[src/rtl/axi_lite_write_regs.sv]
// AXI4-Lite write-only slave: terminates AW/W/B into a bank of control
// registers, with byte strobes, SLVERR on out-of-range words, per-register
// write pulses and a debug view of the handshake FSM.
module axi_lite_write_regs #(
    parameter int unsigned DATA_WIDTH = 32,
    parameter int unsigned ADDR_WIDTH = 8,
    parameter int unsigned NUM_REGS   = 4
) (
    input  logic                           clk,
    input  logic                           rst_n,
    input  logic [ADDR_WIDTH-1:0]          s_awaddr,
    input  logic                           s_awvalid,
    output logic                           s_awready,
    input  logic [DATA_WIDTH-1:0]          s_wdata,
    input  logic [DATA_WIDTH/8-1:0]        s_wstrb,
    input  logic                           s_wvalid,
    output logic                           s_wready,
    output logic [1:0]                     s_bresp,
    output logic                           s_bvalid,
    input  logic                           s_bready,
    output logic [NUM_REGS*DATA_WIDTH-1:0] regs_out,
    output logic [NUM_REGS-1:0]            wr_pulse,
    output logic [1:0]                     fsm_state
);

    localparam int unsigned STRB_W = DATA_WIDTH / 8;
    localparam int unsigned OFFS_W = $clog2(STRB_W);
    localparam int unsigned IDX_W  = ADDR_WIDTH - OFFS_W;

    localparam logic [1:0] RESP_OKAY   = 2'b00;
    localparam logic [1:0] RESP_SLVERR = 2'b10;

    typedef enum logic [1:0] {
        IDLE         = 2'h0,
        DONE         = 2'h1,
        WAITING_DATA = 2'h2,
        WAITING_ADDR = 2'h3
    } state_e;

    state_e                  state_q, state_d;
    logic [IDX_W-1:0]        idx_q, idx_d;
    logic [DATA_WIDTH-1:0]   data_q, data_d;
    logic [STRB_W-1:0]       strb_q, strb_d;
    logic [1:0]              bresp_q, bresp_d;
    logic [NUM_REGS-1:0]     wr_pulse_q, wr_pulse_d;
    logic [DATA_WIDTH-1:0]   regs_q [NUM_REGS];

    logic                    commit_c;
    logic [IDX_W-1:0]        commit_idx_c;
    logic [DATA_WIDTH-1:0]   commit_data_c;
    logic [STRB_W-1:0]       commit_strb_c;
    logic [NUM_REGS-1:0]     hit_c;
    logic [IDX_W-1:0]        aw_idx_c;
    logic                    unused_addr_lsb;

    // Word index of the incoming address; byte-offset bits are don't-care
    assign aw_idx_c        = s_awaddr[ADDR_WIDTH-1:OFFS_W];
    assign unused_addr_lsb = ^s_awaddr[OFFS_W-1:0];

    // Next-state, capture and commit decode
    always_comb begin
        state_d       = state_q;
        idx_d         = idx_q;
        data_d        = data_q;
        strb_d        = strb_q;
        commit_c      = 1'b0;
        commit_idx_c  = idx_q;
        commit_data_c = data_q;
        commit_strb_c = strb_q;
        case (state_q)
            IDLE: begin
                if (s_awvalid && s_wvalid) begin
                    idx_d         = aw_idx_c;
                    data_d        = s_wdata;
                    strb_d        = s_wstrb;
                    commit_c      = 1'b1;
                    commit_idx_c  = aw_idx_c;
                    commit_data_c = s_wdata;
                    commit_strb_c = s_wstrb;
                    state_d       = DONE;
                end else if (s_awvalid) begin
                    idx_d   = aw_idx_c;
                    state_d = WAITING_DATA;
                end else if (s_wvalid) begin
                    data_d  = s_wdata;
                    strb_d  = s_wstrb;
                    state_d = WAITING_ADDR;
                end
            end
            WAITING_DATA: begin
                if (s_wvalid) begin
                    data_d        = s_wdata;
                    strb_d        = s_wstrb;
                    commit_c      = 1'b1;
                    commit_data_c = s_wdata;
                    commit_strb_c = s_wstrb;
                    state_d       = DONE;
                end
            end
            WAITING_ADDR: begin
                if (s_awvalid) begin
                    idx_d        = aw_idx_c;
                    commit_c     = 1'b1;
                    commit_idx_c = aw_idx_c;
                    state_d      = DONE;
                end
            end
            DONE: begin
                if (s_bready) begin
                    state_d = IDLE;
                end
            end
            default: state_d = IDLE;
        endcase
    end

    // Register select and response for the commit cycle
    always_comb begin
        hit_c = '0;
        for (int unsigned i = 0; i < NUM_REGS; i++) begin
            hit_c[i] = commit_c && (commit_idx_c == IDX_W'(i));
        end
        wr_pulse_d = hit_c;
        bresp_d    = bresp_q;
        if (commit_c) begin
            bresp_d = (|hit_c) ? RESP_OKAY : RESP_SLVERR;
        end
    end

    // FSM state, captured transaction and response registers
    always_ff @(posedge clk or negedge rst_n) begin
        if (!rst_n) begin
            state_q    <= IDLE;
            idx_q      <= '0;
            data_q     <= '0;
            strb_q     <= '0;
            bresp_q    <= RESP_OKAY;
            wr_pulse_q <= '0;
        end else begin
            state_q    <= state_d;
            idx_q      <= idx_d;
            data_q     <= data_d;
            strb_q     <= strb_d;
            bresp_q    <= bresp_d;
            wr_pulse_q <= wr_pulse_d;
        end
    end

    // Register bank with byte-strobe merge
    always_ff @(posedge clk or negedge rst_n) begin
        if (!rst_n) begin
            for (int unsigned i = 0; i < NUM_REGS; i++) begin
                regs_q[i] <= '0;
            end
        end else begin
            for (int unsigned i = 0; i < NUM_REGS; i++) begin
                if (hit_c[i]) begin
                    for (int unsigned b = 0; b < STRB_W; b++) begin
                        if (commit_strb_c[b]) begin
                            regs_q[i][b*8 +: 8] <= commit_data_c[b*8 +: 8];
                        end
                    end
                end
            end
        end
    end

    // Flatten the register bank onto the export bus
    for (genvar g = 0; g < NUM_REGS; g++) begin : g_regs_out
        assign regs_out[g*DATA_WIDTH +: DATA_WIDTH] = regs_q[g];
    end

    assign s_awready = (state_q == IDLE) || (state_q == WAITING_ADDR);
    assign s_wready  = (state_q == IDLE) || (state_q == WAITING_DATA);
    assign s_bvalid  = (state_q == DONE);
    assign s_bresp   = bresp_q;
    assign wr_pulse  = wr_pulse_q;
    assign fsm_state = state_q;

endmodule
[config.mk]
export PLATFORM = sky130hd
export DESIGN_NAME = axi_lite_write_regs
export DESIGN_NICKNAME = d
export VERILOG_FILES = /design/src/rtl/axi_lite_write_regs.sv
export SDC_FILE = /design/constraint.sdc
export NUM_CORES = 1
export LEC_CHECK = 0
export CAP_MARGIN = 40
export CORE_MARGIN = 4
export CORE_UTILIZATION = 49
export CTS_CLUSTER_DIAMETER = 150
export DETAILED_ROUTE_END_ITERATION = 16
export HOLD_SLACK_MARGIN = 0.03
export PLACE_DENSITY = 0.89
export SYNTH_ARGS = -nofsm -noshare
export SYNTH_HDL_FRONTEND = slang
export SYNTH_SLANG_ARGS = --single-unit
[constraint.sdc]
create_clock -name clk -period 3.4 [get_ports clk]
set_input_delay 0.51 -clock clk [delete_from_list [all_inputs] [get_ports clk]]
set_output_delay 0.51 -clock clk [all_outputs]
set_load 0.02 [all_outputs]
==> flow_metrics.py <==
metrics = {
    "cells_and_area": {
        "drive_gt1_share_pct": 34.2,
        "fill_cells": 1027,
        "final_util_pct": 67.9,
        "antennaDiodeCount": 0,
        "layout.nets": 733,
        "area_growth_pct": 35.4,
    },
    "logic_synthesis": {
        "synth_cell_types": 42,
        "synth-edff-count": 0,
        "synth_largest_area_cell": "dfrtp_1",
        "syn-num-nets": 539,
        "synthTopCellsByArea": "dfrtp_1, mux2_2, nand4_4, a22o_1, mux2_4",
        "syn_inst": 485,
        "ys_seq_area_share_pct": 57.9,
        "netlist_area_um2": 7650,
        "ys_top_cells_by_count": "dfrtp_1, mux2_2, a22o_1",
        "avgSynthCellArea_um2": 15.8,
        "synth_ff_type": "dfrtp_1",
        "yosysTopAreaCellShare_pct": 57.9,
        "ys_ff_latch": 177,
        "yosysWarnings": 0,
        "async_flop_share_pct": 100,
        "yosys.cell_count.top_type": "dfrtp_1",
    },
    "worst_setup_path": {
        "cp-end-kind": "flip-flop",
        "crit_type": "flip-flop to flip-flop",
        "r2r_start": "fsm_state[1]",
        "critPathMaxFanout": 10,
        "cp.required_ps": 3710,
        "crit_path_end": "regs_out[105]",
        "worstRegToRegCells": 7,
        "ff2ff_setup_slack_ps": 560,
        "start_kind": "flip-flop",
        "startpoint": "fsm_state[1]",
        "reg2reg_to": "regs_out[105]",
        "arrival_ps": 3150,
    },
    "hold_path": {
        "holdCritPathClass": "input pin to asynchronous set/reset pin",
    },
    "timing": {
        "rsz0062_at_grt": "no",
        "worst-slew-pin-transition_ps": 803,
        "hold_violations": 0,
        "skew_ps": 13.1,
        "setup_viol_count_final": 0,
        "fin_crit_sh_pct": 83.5,
        "drv_slew": 0,
        "fmax_ghz": 0.352,
        "fin_setup_tns_ps": 0,
        "fin_crit_ps": 2840,
        "slew-limit-headroom_pct": 46.4,
    },
    "floorplanning": {
        "fp.dieArea_um2": 17700,
        "die_h_um": 133,
        "ios": 188,
        "row_count": 45,
        "die_w_um": 133,
        "core_um2": 15300,
        "start_util_pct": 50.1,
    },
    "power_and_ir_drop": {
        "leakagePower_nw": 4.78,
        "p_clk_share_pct": 20.8,
        "swShare_pct": 36.7,
        "intPower_mw": 6.34,
        "p_sw_mw": 3.68,
        "seqPwrFrac_pct": 33.7,
        "comb_power_share_pct": 45.5,
        "p_per_area_nw_per_um2": 968,
        "irDropWorstVdd_mv": 0.593,
    },
    "job": {
        "maxCapViolations": 0,
    },
    "route": {
        "drc": 0,
        "drt_first_pass_iters": 4,
        "drt-total-wl_um": 18800,
        "dr_total_vias": 4869,
        "drtIter0Drc": 247,
        "antenna_left": 0,
        "avgRoutedWirePerCell_um": 20.8,
        "viasPerCell": 5.39,
    },
    "grt": {
        "overflow": 0,
        "grt_max_degree": 91,
        "grt_pass1_wl_um": 30500,
        "grt_pass1_vias": 5539,
        "antenna_found_initial": 0,
        "track_usage_pct": 22.1,
    },
    "clocking": {
        "cts_tree": "done",
        "htree_levels": 4,
        "ctsHoldBuffers": 0,
        "clk_pin_slew_ps": 70,
        "clock-root-buffer": "clkbuf_16",
        "cts_setup_buffers": 0,
        "cts_resized": 0,
        "insertion_delay_ps": 430,
        "clk_path_buf_depth": 2,
        "cts_buffers": 17,
        "clock_sinks": 177,
    },
    "placed_design": {
        "io_buffers": 184,
        "gp_congestion": 0.817,
        "hpwl_um": 13200,
    },
    "run_status": {
        "outcome": "completed",
    },
}
cell type report:
type	count	area, µm²	area share, %
Tap cell	211	264	2.55
Sequential cell	177	4430	42.8
Clock buffer	18	429	4.14
Timing Repair Buffer	195	1940	18.7
Clock inverter	14	203	1.96
Inverter	6	22.5	0.217
Multi-Input combinational cell	282	3070	29.7
worst max-delay path, stage by stage, from the launching register on:
cell and delay [ps]:
dfrtp_1 430, inv_1 110, ha_1 460, and4b_1 240
o21ai_1 220, nand3_2 450, nand4_4 410, mux2_2 380
metrics by stage:
| stage | hold slack, ps | setup slack (ps) | instance area, µm² | cells | total power, mW |
|---|---|---|---|---|---|
| finish | 115 | 560 | 10400 | 903 | 10.0 |
| global route | 190 | 367 | 10400 | 903 | 10.5 |
| CTS | 167 | 571 | 10400 | 903 | 10.1 |
| detailed placement | 486 | 297 | 9730 | 871 | 7.98 |
| global placement | 477 | 378 | 9730 | 871 | 7.76 |
| floorplan | 214 | 885 | 7650 | 485 | 6.15 |
worst min-delay path by stage:
stage               slack [ps]  cells after the start         start       endpoint
global placement           480                      1  regs_out[11]   regs_out[11]
detailed placement         490                      1  regs_out[10]   regs_out[10]
CTS                        170                      1         rst_n  regs_out[106]
finish                     120                      1         rst_n  regs_out[106]
global route               190                      1         rst_n     data_q[22]
floorplan                  210                      0         rst_n      data_q[0]
layer usage:
layer  vias to the layer above  global-route usage (%)  part of all wire (%)
met3                        30                    8.78                   7.8
met2                       150                    37.9                    51
li1                       2181                       -                     -
met5                         -                       0                     0
met1                      2508                    25.9                    39
met4                         0                    5.66                   1.6
cell families (layout without fill, tap and decap cells):
logic type	after synthesis	in the layout	share of synthesized area (%)
other	1	1	0.0490
multiplexers	171	171	25.9
buffers and inverters	26	233	2.08
AND/OR/NAND/NOR	48	48	7.05
adder cells (fa/ha/maj)	5	5	0.818
flip-flops	177	177	57.9
AO/OA/AOI/OAI	57	57	6.17
power by group through the flow:
stage	clock network (mW)	logic [mW]	registers, mW
after CTS	2.11	4.62	3.37
after detailed placement	0	4.58	3.40
after global placement	0	4.43	3.33
after global routing	2.21	4.86	3.47
final	2.09	4.57	3.37
after floorplan	0	2.17	3.98
state kept, by name, indices dropped and copies added (netlist names):
signal,flops
data_q,32
fsm_state,2
idx_q,6
regs_out,128
s_bresp,1
strb_q,4
wr_pulse,4
layout by cell type (no fill, tap or decap), types with 2 or more instances in the layout:
master           Yosys  final
and3b_1              2      2
a21oi_1              3      3
buf_4                2     10
and3_1               6      6
a21boi_0             2      2
clkinvlp_4           0      2
inv_6                0      2
and2b_1              2      2
mux2_2             149    149
nor2_1               5      5
a22o_1              32     32
clkinv_4             0      2
nand3_2              2      2
nand4_4             16     16
inv_8                0      2
o21ai_0              4      4
nor4_1               2      2
dfrtp_1            177    177
clkdlybuf4s50_1      0    183
ha_1                 5      5
inv_1                6      6
clkinv_2             0      2
bufinv_16            0      4
clkbuf_16            0     17
a22o_2               4      4
mux2_1               5      5
nand2_1              5      4
o21ai_1              4      4
and4b_1              2      2
mux2_4              16     16
Note: power is estimated with default switching activity, not from simulation.
